==> src/rtl/shift_seq_ctrl.sv <==
// Command sequencer for a universal shift register: one parallel load followed by
// N shift/rotate cycles per accepted command, then a one-cycle done pulse.
module shift_seq_ctrl #(
  parameter int SIZE  = 4,
  parameter int CNT_W = 3
) (
  input  logic             clk,
  input  logic             rst,
  input  logic             cmd_valid,
  output logic             cmd_ready,
  input  logic [1:0]       cmd_op,
  input  logic [SIZE-1:0]  cmd_data,
  input  logic [CNT_W-1:0] cmd_cnt,
  input  logic             cmd_fill,
  input  logic [SIZE-1:0]  sr_out,
  output logic [1:0]       sr_S,
  output logic [SIZE-1:0]  sr_PI,
  output logic             sr_SI,
  output logic             busy,
  output logic             done
);

  typedef enum logic [1:0] {
    IDLE  = 2'd0,
    LOAD  = 2'd1,
    SHIFT = 2'd2,
    DONE  = 2'd3
  } state_e;

  typedef enum logic [1:0] {
    OP_LOAD = 2'b00,
    OP_SHR  = 2'b01,
    OP_SHL  = 2'b10,
    OP_ROR  = 2'b11
  } op_e;

  localparam logic [1:0] S_HOLD  = 2'b00;
  localparam logic [1:0] S_RIGHT = 2'b01;
  localparam logic [1:0] S_LEFT  = 2'b10;
  localparam logic [1:0] S_LOAD  = 2'b11;

  state_e           state, state_nxt;
  op_e              op_q;
  logic [SIZE-1:0]  data_q;
  logic [CNT_W-1:0] cnt_q;
  logic [CNT_W-1:0] ctr_q;
  logic             fill_q;
  logic             accept;

  assign accept = (state == IDLE) && cmd_valid;

  // NOTE: sequential state uses non-blocking (<=) so every flop samples pre-edge values.
  always_ff @(posedge clk) begin
    if (rst) begin
      state  <= IDLE;
      op_q   <= OP_LOAD;
      data_q <= '0;
      cnt_q  <= '0;
      ctr_q  <= '0;
      fill_q <= 1'b0;
    end else begin
      state <= state_nxt;
      if (accept) begin
        op_q   <= op_e'(cmd_op);
        data_q <= cmd_data;
        cnt_q  <= cmd_cnt;
        fill_q <= cmd_fill;
      end
      if (state == LOAD) begin
        ctr_q <= cnt_q;
      end else if (state == SHIFT) begin
        ctr_q <= ctr_q - CNT_W'(1);
      end
    end
  end

  // NOTE: every always_comb output gets a default first, so no path can infer a latch.
  always_comb begin
    state_nxt = state;
    case (state)
      IDLE:    if (cmd_valid) state_nxt = LOAD;
      LOAD:    state_nxt = (op_q != OP_LOAD && cnt_q != '0) ? SHIFT : DONE;
      SHIFT:   if (ctr_q == CNT_W'(1)) state_nxt = DONE;
      DONE:    state_nxt = IDLE;
      default: state_nxt = IDLE;
    endcase
  end

  // Moore outputs: decoded only from state and latched command, never from cmd_*.
  always_comb begin
    cmd_ready = 1'b0;
    busy      = 1'b1;
    done      = 1'b0;
    sr_S      = S_HOLD;
    sr_SI     = 1'b0;
    sr_PI     = data_q;
    case (state)
      IDLE: begin
        cmd_ready = 1'b1;
        busy      = 1'b0;
      end
      LOAD: sr_S = S_LOAD;
      SHIFT: begin
        sr_S  = (op_q == OP_SHL) ? S_LEFT : S_RIGHT;
        sr_SI = (op_q == OP_ROR) ? sr_out[0] : fill_q;
      end
      DONE: done = 1'b1;
      default: ;
    endcase
  end

  // Only bit 0 of the register output is needed for rotate feedback.
  logic unused_sr_out;
  assign unused_sr_out = ^sr_out[SIZE-1:1];

endmodule

==> config.mk <==
export PLATFORM = sky130hd
export DESIGN_NAME = shift_seq_ctrl
export DESIGN_NICKNAME = d
export VERILOG_FILES = /design/src/rtl/shift_seq_ctrl.sv
export SDC_FILE = /design/constraint.sdc
export NUM_CORES = 1
export LEC_CHECK = 0
export CAP_MARGIN = 20
export CELL_PAD_IN_SITES_DETAIL_PLACEMENT = 2
export CELL_PAD_IN_SITES_GLOBAL_PLACEMENT = 2
export CORE_ASPECT_RATIO = 0.5
export CORE_UTILIZATION = 24
export DETAILED_ROUTE_END_ITERATION = 8
export MAX_ROUTING_LAYER = met4
export PLACE_DENSITY = 0.76
export REMOVE_ABC_BUFFERS = 1
export SLEW_MARGIN = 15
export SYNTH_ARGS = -nofsm -noshare
export SYNTH_HDL_FRONTEND = slang
export SYNTH_SLANG_ARGS = --single-unit
==> constraint.sdc <==
create_clock -name clk -period 2 [get_ports clk]
set_input_delay 0.4 -clock clk [delete_from_list [all_inputs] [get_ports clk]]
set_output_delay 0.4 -clock clk [all_outputs]
set_load 0.05 [all_outputs]
Word level (Yosys, flattened, before mapping):

Cells that the tools add are included.

* bits in registers: 15
* output and inout port bits: 10
* word-level logic and storage cells: 35

* add/sub/neg operators: 1
* equal/unequal tests: 8
* muxes and demuxes: 13
* reduce and logical (&&, ||, !) cells: 7

Operators with widths (count)
* == test 2 bit (second input constant): 4
* case mux 2 bit (4 select lines): 1
* two-way mux 1 bit: 6
* two-way mux 2 bit: 3
* two-way mux 3 bit: 2
* case mux 2 bit (2 select lines): 1
* nonzero test 2 bit: 2
* == test 3 x 1 -> 1 bit (second input constant): 1
* nonzero test 3 bit: 1
* subtractor 3 x 1 -> 3 bit (second input constant): 1
* == test 2 x 1 -> 1 bit (second input constant): 1
* logical AND 1 bit: 2
* zero test 2 bit: 1
* != test 2 x 1 -> 1 bit (second input constant): 1
* != test 2 bit (second input constant): 1
* AND reduction 2 bit: 1

Logic depth before layout (Yosys ltp):

Gate-level depths: netlist (run 1).

* depth in word-level cells: 4
* gate-level depth with buffers: 7
* gate-level depth less buffers: 6

Worst setup path after synthesis (run 1):

No wires, ideal clock.

* path type: reg2out
* from: register state[0]
* to: output sr_S[0]
* arrival: 1.573 ns
* data required time: 1.600 ns
* setup slack: 0.027 ns
* cell stages (with the launch flop): 5
* cell sequence: dfxtp_1 > inv_1 > ha_1 > buf_4 > nor2b_1

* longest elaborated chain between the ends: 2
* elaborated cells between the ends (all ways): 3
* classes of those cells: eq/ne (2); mux (1)

RTL lines
* from (decl): line 42 `state_e state, state_nxt;`
* from (signal assigned): line 62 `state <= state_nxt;`
* == test 2 bit / == test 2 x 1 -> 1 bit (equally long branches): line 97 `case (state)`
* case mux 2 bit (2 select lines) (*): line 97
* to (decl): line 16 `output logic [1:0] sr_S,`

Every way passes the cells marked *; elsewhere a longest branch is shown, timed or not.

Worst setup path in the final report (run 1):

* from: register state[1]
* to: output sr_S[0]

Same word-level chain as after synthesis.

==> results_dict.tcl, run 1 <==
set metrics [dict create \
    cts_tree "yes" \
    dp_hpwl_mm 1.55 \
    ctsHoldBuffers 0 \
    criticalPathCategory "flip-flop to output pin" \
    place_ws_ns 0.227 \
    synth_area_sq_um 767 \
    ys.flop_type "dfxtp_1" \
    wl_per_cell_um 12.8 \
    finalSetupViolCount 0 \
    drtIter0Drc 14 \
    cts_buffers 3 \
    yosys_warnings 0 \
    setup.worst_path.start "state[1]$_SDFFE_PP0P_" \
    hp-class "flip-flop to flip-flop" \
    cp_top_family "flip-flops" \
    cts_max_level 1 \
    clkLatencyLatePin_ns 0.25 \
    grt_pass1_vias 733 \
    drt-vias-per-instance 4.56 \
    synth_top_cell_by_area "dfxtp_1" \
    skew_ns 0.00658 \
    crit_path_start_kind "flip-flop" \
    port_buffers 23 \
    die_w_um 81.9 \
    p_leak_nw 0.447 \
    max_stage_delay_ns 0.41 \
    synth.top_cell.area_share 0.392 \
    synth-seq-cells 15 \
    fin_ws_ns 0.0719 \
    vias 729 \
    utilization 0.376 \
    relSlewSlack 0.671 \
    synthCells 95 \
    synth.area.top_cells "dfxtp_1 39%, nand2_1 12%, ha_1 11%, a21oi_1 8.5%, mux2i_1 3.9%" \
    cts_root_buffer "clkbuf_8" \
    critPathMaxFanout 5 \
    area.growth.synth_to_final_pct 47.6 \
    worstPathRequired_ns 1.60 \
    synthArstFlopShare 0 \
    die_height_um 42.0 \
    layout.cells.non_filler 160 \
    worst_pin_slew_ns 0.492 \
    ys_types 23 \
    fin_crit_ns 1.93 \
    die_area_sq_um 3440 \
    tns_ns 0 \
    avgSynthCellArea_sq_um 8.07 \
    n_antenna_cell 0 \
    cp-end-kind "output pin" \
    grt-ovfl-total 0 \
    place_inst 156 \
    vdd_drop_max_mv 0.834 \
    ys_seq_area_frac 0.392 \
    maxCapViolations 0 \
    hold_violations 0 \
    max_freq_ghz 0.519 \
    critPathSlowestCell "dfxtp_1" \
    track_usage 0.133 \
    start_util 0.255 \
    antenna_found_initial 0 \
    worst-path-buf-inv 2 \
    hp-start "sr_PI[3]$_SDFFE_PP0P_" \
    nFillCells 358 \
    wirelength_mm 2.06 \
    ios 27 \
    design_area_sq_um 1130 \
    r2r-start "state[1]$_SDFFE_PP0P_" \
    dpl_cell_area_sq_um 1080 \
    powerDensity_nw_per_um2 1630 \
    ant_nets 0 \
    dr.pass1.iters 4 \
    rsz0062_at_grt "no" \
    route.detailed.drc 0 \
    cp_cell_sequence "inv_1 -> ha_1 -> nor2b_1 -> buf_12" \
    post-cts-setup-buffer-count 0 \
    drive_gt1_frac 0.133 \
    cts_sinks 15 \
    grt_max_degree 11 \
    cts_buffer_depth 2 \
    place_congestion 0.689 \
    clk_pin_slew_ns 0.07 \
    finalCritPeriodShare 0.964 \
    critPathArrivalTime_ns 1.53 \
    fin_nets 145 \
    grt_pass1_wl_mm 3.40 \
    fp-row-count 14 \
    slew_viol_final 0 \
    core_sq_um 3010 \
    outcome "finished clean" \
    r2r_setup_slack_ns 0.28 \
    synth_edf_count 0 \
]
-- per-stage QoR --
step,hold WS [ns],total power [mW]
after CTS,0.468,1.87
after global placement,0.445,1.56
after global routing,0.499,1.97
after detailed placement,0.459,1.60
after floorplan,0.431,1.15
final,0.463,1.85
-- final cells by class --
cell class,instances,area (sq um),share of cell area
repair buffers,25,293,0.259
flip-flops and latches,15,302,0.266
multi-input cells,70,420,0.371
well taps,40,50.0,0.0442
inverters,6,22.5,0.0199
clock buffers,4,45.0,0.0398
-- synthesized netlist by cell type (all sizes together), types with 2 or more instances --
cell type and count:
a21oi 14, buf 2, clkbuf 2, dfxtp 15, ha 7, inv 6, mux2i 3, nand2 24
nand2b 2, nor2 7, o21ai 3
-- worst min-delay path, delay by kind of cell (launching register included) --
kind	cells	cell delay, ns
AND/OR/NAND/NOR	1	0.05
AO/OA/AOI/OAI	1	0.05
flip-flops	1	0.31
-- final timing paths --
path | endpoint | cells past startpoint
worst max-delay path | sr_S[0] | 4
worst min-delay path | sr_PI[3]$_SDFFE_PP0P_ | 2
worst max register to register | state[0]$_SDFFE_PP0P_ | 5
worst min register to register | sr_PI[3]$_SDFFE_PP0P_ | 2
-- routing by layer --
metal	share of wire	wire [um]	GRT usage
met1	0.51	1040	0.170
met4	0.0063	13	0.0211
met2	0.46	944	0.217
met3	0.026	54	0.0326
met5	0	0	-
-- registers in the layout, summed over array words and instances, names as in the netlist --
signal  count
sr_PI       4
cnt_q       3
ctr_q       3
op_q        2
state       2
fill_q      1
-- timing repair --
| item | CTS | global route |
|---|---|---|
| gates resized for setup | 1 | 1 |
| setup endpoints to repair | 1 | 2 |
| gates cloned | 0 | 0 |
| pin swaps | 0 | 0 |
| endpoints found under the hold margin | 0 | 0 |
-- placed cells by master, fill, tap and decap left out --
master / count
clkbuf_8: 3
nand2b_1: 2
buf_12: 5
clkdlybuf4s50_1: 17
or4b_1: 1
nor2b_1: 1
mux2i_1: 3
nand2_1: 24
nand3_1: 1
a22o_2: 1
inv_1: 6
a21oi_2: 1
a21oi_1: 13
mux2_2: 1
clkbuf_1: 1
ha_1: 6
o21a_1: 1
a2bb2oi_1: 1
and2_1: 1
dfxtp_1: 14
a22oi_1: 1
o21ai_0: 3
ha_2: 1
buf_4: 3
dfxtp_2: 1
a41o_1: 1
nor2_1: 7
-- cell families (layout without fill, tap and decap cells) --
| family | Yosys count | count (layout) | synth area share |
|---|---|---|---|
| simple gates | 37 | 37 | 0.204 |
| mux | 4 | 4 | 0.0538 |
| flops | 15 | 15 | 0.392 |
| fa+ha+maj | 7 | 7 | 0.114 |
| buf+inv | 10 | 35 | 0.0636 |
| compound gates | 22 | 22 | 0.173 |
-- where the power goes --
part           internal [mW]  total, mW  switching, mW
clock                  0.141      0.247          0.106
combinational          0.505       1.15          0.648
sequential             0.382      0.448         0.0661
Power figures use the tool's default switching activity.
==> inputs of run 2 (changes only) <==
Settings changed: SLEW_MARGIN 15 to unset.
Clock period 2 ns to 2.1 ns, I/O delays scaled along.
==> run 2 against run 1 <==
Net effect:
- clock power fell by 6%
- die area did not move
- register-to-register slack improved by 0.07 ns
- highest routed layer unchanged
- critical endpoint is now sr_S[1]
- critical path type unchanged
==> results_dict.tcl, run 2 (synthesis results as in run 1) <==
set metrics [dict create \
    relSlewSlack 0.672 \
    design_area_sq_um 1120 \
    criticalPathCategory "flip-flop to output pin" \
    max_stage_delay_ns 0.40 \
    ant_nets 0 \
    dr.pass1.iters 4 \
    nFillCells 351 \
    worstPathRequired_ns 1.68 \
    critPathMaxFanout 4 \
    area.growth.synth_to_final_pct 46.7 \
    core_sq_um 3010 \
    track_usage 0.141 \
    cts_tree "yes" \
    clk_pin_slew_ns 0.06 \
    cp_cell_sequence "inv_1 -> ha_1 -> inv_1 -> nor2_1 -> o21a_1 -> buf_12" \
    slew_viol_final 0 \
    clkLatencyLatePin_ns 0.25 \
    start_util 0.255 \
    max_freq_ghz 0.506 \
    path_common_cell "inv_1" \
    fin_crit_ns 1.98 \
    cts_root_buffer "clkbuf_8" \
    dpl_cell_area_sq_um 1060 \
    final_cell_mix "24 x nand2_1, 17 x clkdlybuf4s50_1, 15 x dfxtp_1, 13 x a21oi_1, 7 x nor2_1" \
    finalCritPeriodShare 0.942 \
    fin_nets 144 \
    vias 713 \
    finalSetupViolCount 0 \
    seq_area_sq_um 300 \
    multiInputGateArea_sq_um 433 \
    final_common_cell "nand2_1" \
    worst_pin_slew_ns 0.491 \
    grt_pass1_wl_mm 3.47 \
    ios 27 \
    p_leak_nw 0.441 \
    route.detailed.drc 0 \
    cts_buffer_depth 2 \
    critPathArrivalTime_ns 1.56 \
    cts_sinks 15 \
    antenna_found_initial 0 \
    fp-row-count 14 \
    crit_path_start_kind "flip-flop" \
    powerDensity_nw_per_um2 1550 \
    wl_per_cell_um 12.9 \
    tns_ns 0 \
    cts_buffers 3 \
    grt_pass1_vias 713 \
    hold_violations 0 \
    skew_ns 0.00216 \
    drt-vias-per-instance 4.48 \
    cp-end-kind "output pin" \
    port_buffers 23 \
    place_congestion 0.640 \
    drtIter0Drc 11 \
    die_w_um 81.9 \
    grt_max_degree 11 \
    critPathSlowestCell "dfxtp_1" \
    hp-class "flip-flop to flip-flop" \
    wirelength_mm 2.06 \
    grt-ovfl-total 0 \
    vdd_drop_max_mv 0.905 \
    die_area_sq_um 3440 \
    cts_max_level 1 \
    ctsHoldBuffers 0 \
    largest_reg_flops 4 \
    die_height_um 42.0 \
    dp_hpwl_mm 1.54 \
    drive_gt1_frac 0.134 \
    rsz0062_at_grt "no" \
    outcome "finished clean" \
    n_antenna_cell 0 \
    maxCapViolations 0 \
]
run 2: cell count changes in the layout (fill, tap and decap cells not counted), sizes merged:
cell	change
buf	-1
clkbuf	-1
clkinv	+1
run 2: power by group:
group | switching, mW | internal, mW
clock | 0.102 | 0.131
combinational | 0.614 | 0.465
sequential | 0.0645 | 0.361
total | 0.781 | 0.958
run 2: final timing paths:
kind | endpoint | depth (start not counted) | slack (ns) | from
max | sr_S[1] | 6 | 0.12 | state[0]$_SDFFE_PP0P_
min | sr_PI[2]$_SDFFE_PP0P_ | 2 | 0.46 | sr_PI[2]$_SDFFE_PP0P_
max reg2reg | state[0]$_SDFFE_PP0P_ | 5 | 0.35 | state[1]$_SDFFE_PP0P_
min reg2reg | sr_PI[2]$_SDFFE_PP0P_ | 2 | 0.46 | sr_PI[2]$_SDFFE_PP0P_
run 2: final cells by class:
cell class,instances,share of cell area
repair buffers,24,0.242
inverters,6,0.0200
clock inverters,1,0.00445
multi-input cells,70,0.385
clock buffers,3,0.0367
flip-flops and latches,15,0.267
well taps,40,0.0445
run 2: critical path: cells and delay by family (launching register included):
kind | cells | cell delay [ns]
AND/OR/NAND/NOR | 1 | 0.05
adder cells (fa/ha/maj) | 1 | 0.28
flip-flops | 1 | 0.40
AO/OA/AOI/OAI | 1 | 0.19
buffers and inverters | 3 | 0.39
run 2: per-layer routing:
layer | wire length (um) | global-route usage | vias to the layer above | part of all wire
li1 | - | - | 360 | -
met2 | 991 | 0.230 | 12 | 0.48
met4 | 13 | 0.0211 | 0 | 0.0063
met5 | 0 | - | - | 0
met1 | 986 | 0.173 | 339 | 0.48
met3 | 64 | 0.0457 | 2 | 0.031
run 2: what timing repair did:
| action | in CTS | in global routing |
|---|---|---|
| hold endpoints to repair | 0 | 0 |
| setup endpoints to repair | 1 | 1 |
| resized for setup | 1 | 2 |
| buffers inserted | 0 | 0 |
run 2: metrics by stage:
| stage | hold slack [ns] | total power, mW | util | setup slack [ns] | cells |
|---|---|---|---|---|---|
| 6_report | 0.456 | 1.74 | 0.373 | 0.122 | 159 |
| 5_1_grt | 0.481 | 1.87 | 0.373 | 0.0372 | 159 |
| 2_1_floorplan | 0.431 | 1.09 | - | 0.0987 | 91 |
| 4_1_cts | 0.464 | 1.73 | 0.369 | 0.0208 | 159 |
| 3_5_place_dp | 0.454 | 1.46 | 0.353 | 0.263 | 155 |
| 3_3_place_gp | 0.443 | 1.42 | 0.353 | 0.302 | 155 |
==> inputs of run 3 (changes only) <==
Settings changed: CORE_UTILIZATION 24 to 26, PLACE_DENSITY 0.76 to 0.82.
Clock period 2.1 ns to 2.5 ns, I/O delays scaled along.
==> run 3 against run 2 <==
Net effect:
- final cell count decreased by 1.9%
- count of clock-buffer cells in the layout increased by 1
- sequential share of layout area increased by 1.2 points
- global-route usage about the same
- register-to-register slack improved by 0.36 ns
- clock power decreased by 17%
- die area decreased by 7.4%
==> results_dict.tcl, run 3 (synthesis results as in run 1) <==
set metrics [dict create \
    outcome "finished clean" \
    powerDensity_nw_per_um2 1250 \
    fin_crit_ns 2.42 \
    seq_area_sq_um 300 \
    drt-vias-per-instance 4.51 \
    ctsHoldBuffers 0 \
    cp-end-kind "output pin" \
    vdd_drop_max_mv 0.339 \
    grt-ovfl-total 0 \
    cts_root_buffer "clkbuf_8" \
    p_clk_frac 0.145 \
    r2r_setup_slack_ns 0.71 \
    cts_tree "yes" \
    wirelength_mm 2.00 \
    criticalPathCategory "flip-flop to output pin" \
    n_antenna_cell 0 \
    swShare 0.465 \
    critPathMaxFanout 4 \
    crit_path_start_kind "flip-flop" \
    final_common_cell "nand2_1" \
    power.total_mw 1.34 \
    fin_nets 144 \
    grt_max_degree 12 \
    clkLatencyLatePin_ns 0.24 \
    fp-row-count 13 \
    dr.pass1.iters 3 \
    seq_power_share 0.265 \
    wl_per_cell_um 12.8 \
    track_usage 0.140 \
    worst_pin_slew_ns 0.511 \
    ant_nets 0 \
    area.growth.synth_to_final_pct 40.1 \
    tns_ns 0 \
    cts_sinks 15 \
    drtIter0Drc 17 \
    max_freq_ghz 0.413 \
    hold_violations 0 \
    maxCapViolations 0 \
    grt_pass1_vias 680 \
    worstPathRequired_ns 2.00 \
    rsz0062_at_grt "no" \
    post-cts-setup-buffer-count 0 \
    ios 27 \
    cts_buffers 3 \
    post_cts_resized 0 \
    multiInputGateArea_sq_um 418 \
    cts_buffer_depth 2 \
    route.detailed.drc 0 \
    die_w_um 78.8 \
    die_height_um 40.4 \
    die_area_sq_um 3180 \
    grt_pass1_wl_mm 3.17 \
    vias 703 \
    p_leak_nw 0.424 \
    antenna_found_initial 0 \
    combPwrFrac 0.590 \
    core_sq_um 2700 \
    finalSetupViolCount 0 \
    clk_pin_slew_ns 0.06 \
    slew_viol_final 0 \
    finalCritPeriodShare 0.969 \
    port_buffers 23 \
    cts_max_level 1 \
    hp-class "flip-flop to flip-flop" \
    dp_hpwl_mm 1.52 \
    drive_gt1_frac 0.0840 \
    power.switching_mw 0.623 \
    start_util 0.284 \
    p_int_mw 0.716 \
    final_cell_mix "24 x nand2_1, 20 x clkdlybuf4s50_1, 15 x dfxtp_1, 13 x a21oi_1" \
    relSlewSlack 0.658 \
    skew_ns 0.00283 \
    critPathArrivalTime_ns 1.92 \
    largest_reg_flops 4 \
    place_congestion 0.690 \
    nFillCells 324 \
]
-- run 3: final cells by class --
cell class,count,share of cell area
Clock buffer,4,0.0419
Inverter,6,0.0210
Multi-Input combinational cell,70,0.389
Sequential cell,15,0.279
Tap cell,37,0.0431
Timing Repair Buffer,24,0.226
-- run 3: routing by layer --
| layer | up-vias | global-route usage | share of wire |
|---|---|---|---|
| met1 | 336 | 0.167 | 0.48 |
| met2 | 8 | 0.259 | 0.50 |
| li1 | 359 | - | - |
| met3 | 0 | 0.0341 | 0.015 |
| met5 | - | - | 0 |
| met4 | 0 | 0.0136 | 0 |
-- run 3: path summary, 6_finish.rpt --
check | startpoint | depth (start not counted) | end
max | state[0]$_SDFFE_PP0P_ | 4 | busy
min | sr_PI[2]$_SDFFE_PP0P_ | 2 | sr_PI[2]$_SDFFE_PP0P_
min reg2reg | sr_PI[2]$_SDFFE_PP0P_ | 2 | sr_PI[2]$_SDFFE_PP0P_
max reg2reg | state[1]$_SDFFE_PP0P_ | 5 | state[0]$_SDFFE_PP0P_
-- run 3: power groups by stage --
stage | registers (mW) | clock network, mW | logic, mW
floorplan | 0.382 | 0 | 0.536
global placement | 0.358 | 0 | 0.769
detailed placement | 0.359 | 0 | 0.792
CTS | 0.356 | 0.204 | 0.805
global route | 0.363 | 0.213 | 0.873
finish | 0.355 | 0.194 | 0.791
-- run 3: critical path, stage by stage (launching register included) --
cell and delay (ns):
dfxtp_1 0.39, inv_1 0.13, ha_1 0.27, inv_1 0.09, clkdlybuf4s50_1 0.80
-- run 3: per-stage QoR --
step                      utilization  worst slack, ns  instance area (sq um)  hold slack, ns  cells
after CTS                       0.398           0.0687                   1070           0.463    156
final                           0.398           0.0787                   1070           0.458    156
after global routing            0.398          0.00521                   1070           0.482    156
after global placement          0.381            0.395                   1030           0.443    152
after floorplan                     -            0.419                    741           0.431     91
after detailed placement        0.381            0.338                   1030           0.454    152
